**src/rtl/uart_fifo_param.sv**
```systemverilog
// Parametrised UART FIFO: FWFT circular buffer with occupancy,
// threshold trigger, flush and sticky error flags.
module uart_fifo_param #(
    parameter int DATA_W = 8,
    parameter int DEPTH = 16,
    localparam int LVL_W = $clog2(DEPTH) + 1
) (
    input  logic              clk,
    input  logic              rst,
    input  logic              en,
    input  logic              push_in,
    input  logic              pop_in,
    input  logic [DATA_W-1:0] din,
    input  logic              flush,
    input  logic              clr_err,
    input  logic [LVL_W-1:0]  threshold,
    input  logic              trig_mode,
    output logic [DATA_W-1:0] dout,
    output logic              empty,
    output logic              full,
    output logic [LVL_W-1:0]  level,
    output logic              overrun,
    output logic              underrun,
    output logic              thr_trigger
);

    localparam int PTR_W = $clog2(DEPTH);

    logic [DATA_W-1:0] mem [DEPTH];
    logic [PTR_W-1:0]  wr_ptr;
    logic [PTR_W-1:0]  rd_ptr;
    logic [LVL_W-1:0]  level_q;
    logic [LVL_W-1:0]  level_nxt;
    logic              push_ok;
    logic              pop_ok;
    logic              ovr_set;
    logic              und_set;
    logic              thr_nxt;

    assign level = level_q;
    assign empty = (level_q == '0);
    assign full  = (level_q == LVL_W'(DEPTH));
    assign dout  = empty ? '0 : mem[rd_ptr];

    // At full a concurrent pop frees the slot, so the push is taken
    always_comb begin
        pop_ok    = en & pop_in & ~empty;
        push_ok   = en & push_in & (~full | pop_ok);
        ovr_set   = en & push_in & full & ~pop_in & ~flush;
        und_set   = en & pop_in & empty & ~flush;
        level_nxt = level_q;
        if (flush)
            level_nxt = '0;
        else if (push_ok && !pop_ok)
            level_nxt = level_q + LVL_W'(1);
        else if (pop_ok && !push_ok)
            level_nxt = level_q - LVL_W'(1);
        thr_nxt = 1'b0;
        if (threshold != '0)
            thr_nxt = trig_mode ? (level_nxt <= threshold)
                                : (level_nxt >= threshold);
    end

    always_ff @(posedge clk) begin
        if (push_ok && !flush)
            mem[wr_ptr] <= din;
    end

    always_ff @(posedge clk or negedge rst) begin
        if (!rst) begin
            wr_ptr      <= '0;
            rd_ptr      <= '0;
            level_q     <= '0;
            overrun     <= 1'b0;
            underrun    <= 1'b0;
            thr_trigger <= 1'b0;
        end else begin
            if (flush) begin
                wr_ptr <= '0;
                rd_ptr <= '0;
            end else begin
                if (push_ok)
                    wr_ptr <= wr_ptr + PTR_W'(1);
                if (pop_ok)
                    rd_ptr <= rd_ptr + PTR_W'(1);
            end
            level_q     <= level_nxt;
            thr_trigger <= thr_nxt;
            overrun     <= ovr_set | (overrun & ~clr_err);
            underrun    <= und_set | (underrun & ~clr_err);
        end
    end

endmodule

```
**config.mk**
```make
export PLATFORM = sky130hd
export DESIGN_NAME = uart_fifo_param
export DESIGN_NICKNAME = d
export VERILOG_FILES = /design/src/rtl/uart_fifo_param.sv
export SDC_FILE = /design/constraint.sdc
export NUM_CORES = 1
export LEC_CHECK = 0
export BUFFER_PORTS_ARGS = -buffer_cell sky130_fd_sc_hd__buf_2
export CAP_MARGIN = 20
export CORE_AREA = 2 2 127 129
export CTS_CLUSTER_DIAMETER = 120
export CTS_CLUSTER_SIZE = 16
export DETAILED_ROUTE_END_ITERATION = 6
export DIE_AREA = 0 0 129 131
export PLACE_DENSITY = 0.67
export RECOVER_POWER = 50
export SLEW_MARGIN = 10
export SYNTH_ARGS = -nofsm -noshare
export SYNTH_HDL_FRONTEND = slang
export SYNTH_SLANG_ARGS = --single-unit
export TNS_END_PERCENT = 1
```
**constraint.sdc**
```tcl
create_clock -name clk -period 4.65 [get_ports clk]
set_clock_uncertainty 0.2 [all_clocks]
set_input_delay 0.2325 -clock clk [delete_from_list [all_inputs] [get_ports clk]]
set_output_delay 0.2325 -clock clk [all_outputs]
set_load 0.05 [all_outputs]
```
==> results of run 1 <==
==> power groups by stage <==
| stage | registers (uW) | logic (uW) | clock network [uW] |
|---|---|---|---|
| 2_1_floorplan | 1470 | 153 | 0 |
| 3_5_place_dp | 1460 | 241 | 0 |
| 5_1_grt | 1430 | 267 | 1520 |
| 6_report | 1430 | 247 | 1440 |
| 3_3_place_gp | 1460 | 236 | 0 |
| 4_1_cts | 1430 | 252 | 1460 |
==> tightest hold or removal path, cell delays in order <==
cell	delay, ps
buf_2	130
nand4_1	100
xor2_1	70
nor2_1	80
==> synth_stat cells, types with 4 or more instances <==
| cell | number |
|---|---|
| ha_1 | 12 |
| buf_2 | 8 |
| nand3_1 | 4 |
| mux4_2 | 32 |
| nor3_1 | 6 |
| a211oi_1 | 16 |
| nand2b_1 | 5 |
| nand2_1 | 11 |
| nor2_1 | 23 |
| xor2_1 | 5 |
| mux2i_1 | 9 |
| inv_1 | 9 |
| xnor2_1 | 4 |
| edfxtp_1 | 128 |
| a21oi_1 | 4 |
| nor2b_1 | 10 |
| dfrtp_1 | 16 |
==> flip-flops by register name (all words and copies together) (netlist names) <==
signal,cells
underrun,1
wr_ptr,4
level,5
rd_ptr,4
overrun,1
thr_trigger,1
mem,128
==> layer usage <==
| metal | track usage (%) | vias up | wire length [um] |
|---|---|---|---|
| met2 | 25.6 | 107 | 5890 |
| li1 | - | 1465 | - |
| met5 | 0 | - | 0 |
| met3 | 5.29 | 14 | 785 |
| met1 | 17.8 | 1610 | 4740 |
| met4 | 5.37 | 0 | 165 |
==> through the flow <==
step / cells / worst slack (ps) / hold slack (ps)
finish: 627 / 893 / 40.1
global route: 627 / 553 / 57.4
CTS: 626 / 907 / 20.3
detailed placement: 580 / 1460 / -21.8
global placement: 580 / 1590 / -27.0
floorplan: 340 / 1350 / -263
==> worst paths after layout <==
| kind | from | end | slack [ps] |
|---|---|---|---|
| min in group asynchronous | rst | thr_trigger$_DFF_PN0_ | 260 |
| max | level[0]$_DFF_PN0_ | thr_trigger$_DFF_PN0_ | 890 |
| min | en | wr_ptr[2]$_DFFE_PN0P_ | 40 |
| max reg2reg | level[0]$_DFF_PN0_ | thr_trigger$_DFF_PN0_ | 890 |
| max in group asynchronous | rst | rd_ptr[1]$_DFFE_PN0P_ | 3360 |
| min reg2reg | underrun$_DFF_PN0_ | underrun$_DFF_PN0_ | 320 |
==> final cells by class <==
| cell class | count | area [um2] |
|---|---|---|
| clock buffer | 17 | 425 |
| clock inverter | 15 | 205 |
| fill | 1324 | 8360 |
| inverter | 9 | 33.8 |
| multi-input combinational | 168 | 1700 |
| sequential | 144 | 4250 |
| tap | 216 | 270 |
| timing repair buffer | 58 | 367 |
==> cells in the final DEF (no fill, tap or decap), types with 3 or more instances in the layout <==
| cell type | n |
|---|---|
| xnor2_1 | 4 |
| buf_4 | 5 |
| dfrtp_1 | 15 |
| a211oi_1 | 16 |
| inv_1 | 9 |
| mux2i_1 | 9 |
| o21ai_0 | 3 |
| a22oi_1 | 3 |
| mux4_2 | 32 |
| edfxtp_1 | 128 |
| clkbuf_16 | 17 |
| buf_2 | 21 |
| nor3_2 | 3 |
| bufinv_16 | 4 |
| nand3_1 | 4 |
| nor3_1 | 4 |
| nor2_1 | 23 |
| a21oi_1 | 4 |
| clkinv_2 | 3 |
| inv_6 | 4 |
| nor2b_1 | 10 |
| ha_1 | 12 |
| clkbuf_1 | 17 |
| nand2b_1 | 5 |
| dlygate4sd3_1 | 14 |
| xor2_1 | 5 |
| nand2_1 | 11 |
==> cells by family (layout without fill, tap and decap cells) <==
group,Yosys count,after routing,synth area share (%)
compound gates,34,34,4.21
xor+xnor,9,9,1.29
fa+ha+maj,12,12,2.47
buf+inv,28,99,2.55
flops,144,144,69.7
mux,42,42,13.5
simple gates,71,71,6.27
==> results.yml, run 1 <==
status:
  status: "complete, no violations"
worst_setup_path:
  crit_family: "buffers and inverters"
  crit_path_frequent_cell: "ha_1"
  cp.depth: 15
  crit_buf_inv: 3
  slowest_stage: "dlygate4sd3_1"
  crit_arrival_ps: 3910
  crit_required_ps: 4800
  crit_path_max_incr_delay_ps: 570
  worstSetupPathType: "reg -> reg"
  worstPathCellList: "inv_1 > ha_1 > nor4b_2 > buf_4 > nor3_2 > nor2_1 > a211o_1 > a21oi_1 > ha_1 > nor2b_1 > o21ai_0 > nand2_1 > xnor2_1 > a22oi_1 > dlygate4sd3_1"
  worst-path-max-fanout: 12
  worst-r2r-cell-count: 15
  end_kind: "flop"
  critPathLaunchType: "flop"
placement:
  gp_congestion: 0.836
  dp_hpwl_um: 7450
  dpl_cell_area_um2: 6480
  port_buffers: 38
final_layout:
  area_delta_synth_final_pct: 18.9
  drive_gt1_share_pct: 24.8
  utilization_pct: 46.4
  n_antenna_cell: 0
  final_nets: 431
  fin_area_um2: 7240
global_routing:
  grt_overflow: 0
  first_global_vias: 3420
  antenna_found_initial: 0
  grt_max_degree: 36
  grt_use_total_pct: 15.0
  grt_pass1_wl_um: 18300
floorplan:
  core_region_area_um2: 15600
  start_util_pct: 39.0
  rows: 46
  die_y_um: 131
  dieArea_um2: 16900
  io_pins: 39
  fp.dieW_um: 129
route:
  vias_per_cell: 5.10
  drc: 0
  post_drt_wl_per_cell_um: 18.5
  routed_wl_um: 11600
  vias: 3196
  drtIter0Drc: 317
  dr.pass1.iters: 4
  ant_nets: 0
synth:
  avgSynthCellArea_um2: 17.9
  ys.flop_type: "edfxtp_1"
  synth.area.top_cells: "edfxtp_1 63%, mux4_2 12%, dfrtp_1 6.6%"
  synth_area_um2: 6090
  synth_edf_count: 128
  yosysSeqAreaShare_pct: 69.7
  synth_top_area_share_pct: 63.1
  synth_cells: 340
  yosys.area.top_type: "edfxtp_1"
  syn_nets: 373
  ys_ff_latch: 144
  synthArstFlopShare_pct: 11.1
  yosys_warnings: 0
  synth_cell_types: 45
clocking:
  tritoncts: "done"
  clockBufferDepth: 2
  cts_resized: 0
  cts_sinks: 144
  postCtsHoldBufs: 14
  post-cts-setup-buffers: 0
  cts_buffers: 17
  clock-root-buffer: "clkbuf_16"
  clkTransAtPathRegs_ps: 60
  htree_levels: 4
  clock_latency_ps: 410
sta:
  min_period_ps: 3760
  slew_violations: 0
  finalCritPeriodShare_pct: 80.8
  setup_viol: 0
  fmax_mhz: 266
  rsz0062_at_grt: "no"
  slew_headroom_pct: 37.4
  tightestPinTransition_ps: 936
  tns_ps: 0
  hold_viol: 0
power:
  p_switching_uw: 705
  p_leak_uw: 0.00240
  power_density_nw_per_um2: 430
  vdd_ir_drop_max_mv: 0.262
  p_sw_share_pct: 22.7
  power.share.sequential_pct: 45.9
  clockPowerShare_pct: 46.1
  p_comb_share_pct: 7.9
  p_int_uw: 2410
  finalPower_uw: 3110
job:
  maxCapViolCount: 0
worst_hold_path:
  hold_class: "in -> reg"
  hold_depth: 4
Power figures use the tool's default switching activity.
==> inputs of run 2 (changes only) <==
ABC_AREA = 1   (was default)
CORE_AREA = 2 2 131 133   (was 2 2 127 129)
DIE_AREA = 0 0 133 135   (was 0 0 129 131)
PLACE_DENSITY = 0.69   (was 0.67)
clock period = 3.4 ns   (was 4.65 ns; I/O delays follow)
==> run 2 against run 1 <==
Against the previous run:
- first-iteration DRC count up 37%
- critical path depth grew 1
- via count up 44%
- synthesized cell count up 85%
- global-route usage is 2.6 points higher
- wire length up 29%
- clock-buffer cell count increased by 2
==> results.yml, run 2 <==
placement:
  port_buffers: 38
  gp_congestion: 0.848
  dp_hpwl_um: 9600
  dp.cells: 881
  dpl_worst_slack_ps: 582
synth:
  synthAdderAreaFrac_pct: 2.30
  ys_ff_latch: 144
  ys.flop_type: "edfxtp_1"
  yosys.area_share.simple_pct: 24.3
  yosysMostFrequentCell: "nand2_1"
  synth_top_family_by_area: "simple AND/OR/NAND/NOR gates"
  synthXorXnorAreaFrac_pct: 0.671
  syn_nets: 662
  yosysSeqAreaShare_pct: 65.0
  synth_edf_count: 128
  synth_area_um2: 6530
  yosys.area.top_type: "edfxtp_1"
  synth_cell_types: 30
  muxShareOfSynthArea_pct: 0
  synth.area.top_cells: "edfxtp_1 59%, nand2_1 14%, dfrtp_1 6.1%"
  synth_top_area_share_pct: 58.9
  avgSynthCellArea_um2: 10.4
  yosys_warnings: 0
  synthArstFlopShare_pct: 11.1
  synth_cells: 629
  synth_common_cells: "240 x nand2_1, 128 x edfxtp_1, 54 x nand3_1, 37 x nor2_1, 32 x inv_1"
  synth_compound_area_share_pct: 2.95
power:
  power.share.sequential_pct: 46.8
  p_int_uw: 3090
  p_leak_uw: 0.00316
  clockPowerShare_pct: 39.9
  p_comb_share_pct: 13.3
  power_density_nw_per_um2: 549
  p_sw_share_pct: 26.6
  p_switching_uw: 1120
  vdd_ir_drop_max_mv: 0.365
worst_setup_path:
  rr_endpoint: "thr_trigger$_DFF_PN0_"
  crit_arrival_ps: 3200
  r2r_slack_ps: 310
  worst-r2r-cell-count: 16
  crit_path_start: "level[0]$_DFF_PN0_"
  crit_required_ps: 3510
  r2r_start: "level[0]$_DFF_PN0_"
  worstSetupPathType: "reg -> reg"
  end_kind: "flop"
  worst-path-max-fanout: 9
  critPathLaunchType: "flop"
floorplan:
  rows: 47
  io_pins: 39
  start_util_pct: 39.8
  die_y_um: 135
  core_region_area_um2: 16400
  dieArea_um2: 18000
  fp.dieW_um: 133
worst_hold_path:
  hold_depth: 5
  min_delay_worst_endpoint: "overrun$_DFF_PN0_"
  hold_class: "in -> reg"
  min_from: "push_in"
sta:
  hold_slack_ps: 45.8
  rsz0062_at_grt: "no"
  hold_viol: 0
  fmax_mhz: 323
  tightestPinTransition_ps: 936
  finalCritPeriodShare_pct: 91.0
  tns_ps: 0
  setup_viol: 0
  setup_ws_ps: 306
  min_period_ps: 3090
  slew_violations: 0
  slew_headroom_pct: 37.6
clocking:
  clock-root-buffer: "clkbuf_16"
  cts_buffers: 17
  clock_latency_ps: 420
  htree_levels: 4
  cts_sinks: 144
  clkTransAtPathRegs_ps: 60
  clockBufferDepth: 2
  tritoncts: "done"
global_routing:
  grt_overflow: 0
  use_met1_pct: 22.3
  use_met2_pct: 29.6
  grt_max_degree: 67
  grt_use_total_pct: 17.6
  antenna_found_initial: 0
  grt_busiest_layer: "met2"
  grt.met3_usage_pct: 4.69
  grt_pass1_wl_um: 23600
  first_global_vias: 4369
final_layout:
  regMostFlops: "mem"
  final_cells: 929
  area_delta_synth_final_pct: 17.4
  final_cell_mix: "240 x nand2_1, 128 x edfxtp_1, 54 x nand3_1"
  n_antenna_cell: 0
  final_nets: 731
  layout_commonest_cell: "nand2_1"
  largest_reg_flops: 128
  utilization_pct: 46.7
  drive_gt1_share_pct: 13.0
route:
  drtIter0Drc: 433
  routed_wl_um: 15000
  vias: 4605
  vias_per_cell: 4.96
  drc: 0
  post_drt_wl_per_cell_um: 16.1
  ant_nets: 0
  dr.pass1.iters: 5
status:
  status: "complete, no violations"
job:
  maxCapViolCount: 0
[run 2: logic make-up (layout without fill, tap and decap cells)]
group / Yosys count / after routing
buffers and inverters: 64 / 144
and+or+nand+nor: 368 / 368
xor gates and xnor gates: 5 / 5
AOI/OAI and AO/OA: 36 / 36
adders and majority gates: 12 / 12
DFF: 144 / 144
[run 2: final cells by class]
cell class,count,area (um2)
clock inverter,11,95.1
fill,1484,8750
sequential,144,4250
tap,220,275
multi-input combinational,421,1980
timing repair buffer,73,473
clock buffer,19,433
inverter,41,154
[run 2: power by group through the flow]
| stage | clock, uW | combinational [uW] | sequential (uW) |
|---|---|---|---|
| 2_1_floorplan | 0 | 355 | 2030 |
| 3_3_place_gp | 0 | 529 | 2000 |
| 3_5_place_dp | 0 | 531 | 2000 |
| 4_1_cts | 1700 | 550 | 1970 |
| 5_1_grt | 1780 | 614 | 1970 |
| 6_report | 1680 | 560 | 1970 |
[run 2: worst max-delay path by stage]
stage | depth (start not counted) | slack [ps] | endpoint
detailed placement | 15 | 580 | thr_trigger$_DFF_PN0_
floorplan | 7 | 600 | mem[13][0]$_DFFE_PP_
finish | 16 | 310 | thr_trigger$_DFF_PN0_
global placement | 15 | 680 | thr_trigger$_DFF_PN0_
global route | 17 | 20 | thr_trigger$_DFF_PN0_
CTS | 16 | 50 | thr_trigger$_DFF_PN0_
[run 2: worst max-delay path, cell delays in order, from the launching register on]
cell and delay (ps):
dfrtp_1 440, inv_1 180, ha_4 210, nand3_4 140
nand2_8 120, inv_2 60, nor2_1 100, a21oi_1 50
nor2_1 160, ha_1 260, nand2_1 90, inv_1 40
a21oi_1 170, nand4_1 100, nand2_1 80, nor2_1 40
dlygate4sd3_1 540
[run 2: timing repair]
item	CTS	global route
setup endpoints to repair	0	1
hold buffers	16	0
buffers inserted	0	2
hold endpoints to repair	150	0
gates resized for setup	0	2
[run 2: per-layer routing]
layer / part of all wire, % / wire (um) / vias to the layer above
met5: 0 / 0 / -
met1: 44 / 6600 / 2180
li1: - / - / 2258
met4: 1.6 / 233 / 0
met2: 48 / 7250 / 147
met3: 5.8 / 871 / 20
[run 2: metrics by stage]
step / power [uW] / area, um2
floorplan: 2380 / 6530
detailed placement: 2530 / 6960
global route: 4370 / 7660
CTS: 4210 / 7650
global placement: 2530 / 6960
finish: 4210 / 7660
==> inputs of run 3 (changes only) <==
ABC_AREA = 0   (was 1)
CORE_AREA = 2 2 127 129   (was 2 2 131 133)
DIE_AREA = 0 0 129 131   (was 0 0 133 135)
HOLD_SLACK_MARGIN = 0.06   (was default)
SLEW_MARGIN = 5   (was 10)
==> run 3 against run 2 <==
Against the previous run:
- via count is 28% lower
- worst hold slack improved by 93 ps
- wire length shrank 20%
- global-route usage shrank 2.1 points
- clock-buffer cell count increased by 2
- final cell count down 30%
- critical path type unchanged
- largest power group unchanged
==> results.yml, run 3 (synthesis gave the netlist of run 1 again) <==
sta:
  slew_violations: 0
  setup_viol: 0
  finalCritPeriodShare_pct: 93.2
  min_period_ps: 3170
  setup_ws_ps: 231
  slew_headroom_pct: 48.2
  rsz0062_at_grt: "no"
  hold_viol: 0
  tns_ps: 0
  tightestPinTransition_ps: 757
  fmax_mhz: 316
final_layout:
  utilization_pct: 47.1
  area_delta_synth_final_pct: 20.6
  final_cells: 653
  final_nets: 457
  num-fill-cells: 1339
  regArea_um2: 4250
  drive_gt1_share_pct: 25.4
  regMostFlops: "mem"
  final_cell_mix: "128 x edfxtp_1, 32 x mux4_2, 23 x nor2_1, 23 x dlygate4sd3_1, 23 x buf_4"
  n_antenna_cell: 0
  layout_commonest_cell: "edfxtp_1"
  multi_input_area_um2: 1690
  largest_reg_flops: 128
floorplan:
  io_pins: 39
  die_y_um: 131
  rows: 46
  dieArea_um2: 16900
  fp.dieW_um: 129
  core_region_area_um2: 15600
  start_util_pct: 39.0
global_routing:
  grt_use_total_pct: 15.5
  first_global_vias: 3524
  grt_pass1_wl_um: 19100
  grt_overflow: 0
  antenna_found_initial: 0
  grt_max_degree: 33
route:
  routed_wl_um: 11900
  dr.pass1.iters: 5
  ant_nets: 0
  vias_per_cell: 5.10
  drtIter0Drc: 256
  post_drt_wl_per_cell_um: 18.3
  drc: 0
  vias: 3330
power:
  clockPowerShare_pct: 42.1
  p_int_uw: 3050
  p_sw_share_pct: 23.4
  vdd_ir_drop_max_mv: 0.385
  p_leak_uw: 0.00246
  power_density_nw_per_um2: 543
  p_comb_share_pct: 8.8
  p_switching_uw: 931
  power.share.sequential_pct: 49.1
job:
  maxCapViolCount: 0
clocking:
  clkTransAtPathRegs_ps: 50
  clock_latency_ps: 420
  clock-root-buffer: "clkbuf_16"
  clockBufferDepth: 2
  cts_sinks: 144
  htree_levels: 4
  cts_buffers: 17
  cts_resized: 0
  tritoncts: "done"
  post-cts-setup-buffers: 0
status:
  status: "complete, no violations"
worst_setup_path:
  worst-path-max-fanout: 6
  crit_arrival_ps: 3300
  worstPathCellList: "inv_1 > ha_1 > or3b_4 > a211oi_4 > a22oi_1 > xor2_1 > nor2_1 > ha_1 > a21o_1 > a21oi_1 > nand2_1 > xnor2_1 > a22oi_1"
  critPathLaunchType: "flop"
  crit_family: "compound AO/OA/AOI/OAI gates"
  end_kind: "flop"
  r2r_slack_ps: 230
  crit_required_ps: 3530
  slowest_stage: "or3b_4"
  crit_buf_inv: 1
  crit_path_max_incr_delay_ps: 440
  worstSetupPathType: "reg -> reg"
placement:
  dp.cells: 598
  port_buffers: 38
  dp_hpwl_um: 7840
  dpl_worst_slack_ps: 245
  gp_congestion: 0.803
worst_hold_path:
  hold_class: "in -> reg"
run 3: changes by cell type in the layout (fill, tap and decap cells not counted), moves of 5 or more:
cell / change
nand2b_1: +5
nand3_1: -50
a211oi_1: +16
nor3_1: -11
inv_1: -23
a21oi_1: -23
nor2b_1: +10
nor2_1: -14
dlygate4sd3_1: +7
nand2_1: -229
mux4_2: +32
inv_2: -8
mux2i_1: +9
run 3: worst paths after layout:
path	start	endpoint	depth (start not counted)
max	level[0]$_DFF_PN0_	thr_trigger$_DFF_PN0_	13
min	threshold[1]	thr_trigger$_DFF_PN0_	5
max reg2reg	level[0]$_DFF_PN0_	thr_trigger$_DFF_PN0_	13
min reg2reg	rd_ptr[0]$_DFFE_PN0P_	rd_ptr[0]$_DFFE_PN0P_	2
max in group asynchronous	rst	rd_ptr[1]$_DFFE_PN0P_	3
min in group asynchronous	rst	level[1]$_DFF_PN0_	3
run 3: power by group through the flow:
stage	Clock [uW]	Combinational [uW]	Sequential [uW]
after floorplan	0	209	2010
after global placement	0	325	1990
after detailed placement	0	332	1990
after CTS	1720	354	1960
after global routing	1780	377	1960
final	1680	349	1960
run 3: what timing repair did:
item                       CTS  global route
setup endpoints to repair    0             0
hold buffers                23             0
hold endpoints to repair   160             0
run 3: cell type report:
type | count | share of cell area [%]
Sequential cell | 144 | 57.8
Multi-Input combinational cell | 168 | 23.0
Timing Repair Buffer | 84 | 7.81
Clock buffer | 21 | 6.00
Tap cell | 216 | 3.68
Clock inverter | 11 | 1.23
Inverter | 9 | 0.460
run 3: stage by stage:
step / hold WS, ps / power (uW) / instance area, um2
6_report: 139 / 3990 / 7340
2_1_floorplan: -326 / 2220 / 6090
3_3_place_gp: -95.6 / 2320 / 6600
5_1_grt: 142 / 4120 / 7340
4_1_cts: 127 / 4030 / 7360
3_5_place_dp: -87.0 / 2320 / 6600
run 3: per-layer routing:
layer	global-route usage, %	vias up	wire [um]
li1	-	1513	-
met2	24.8	67	6040
met5	0	-	0
met1	20.1	1737	5350
met4	6.71	0	124
met3	4.11	13	438
run 3: worst register-to-register path, cell delays in order, from the launching register on:
cell      delay, ps
dfrtp_1         430
inv_1            80
ha_1            200
or3b_4          440
a211oi_4        350
a22oi_1         160
xor2_1          160
nor2_1          140
ha_1            260
a21o_1          160
a21oi_1         140
nand2_1          90
xnor2_1         130
a22oi_1         150
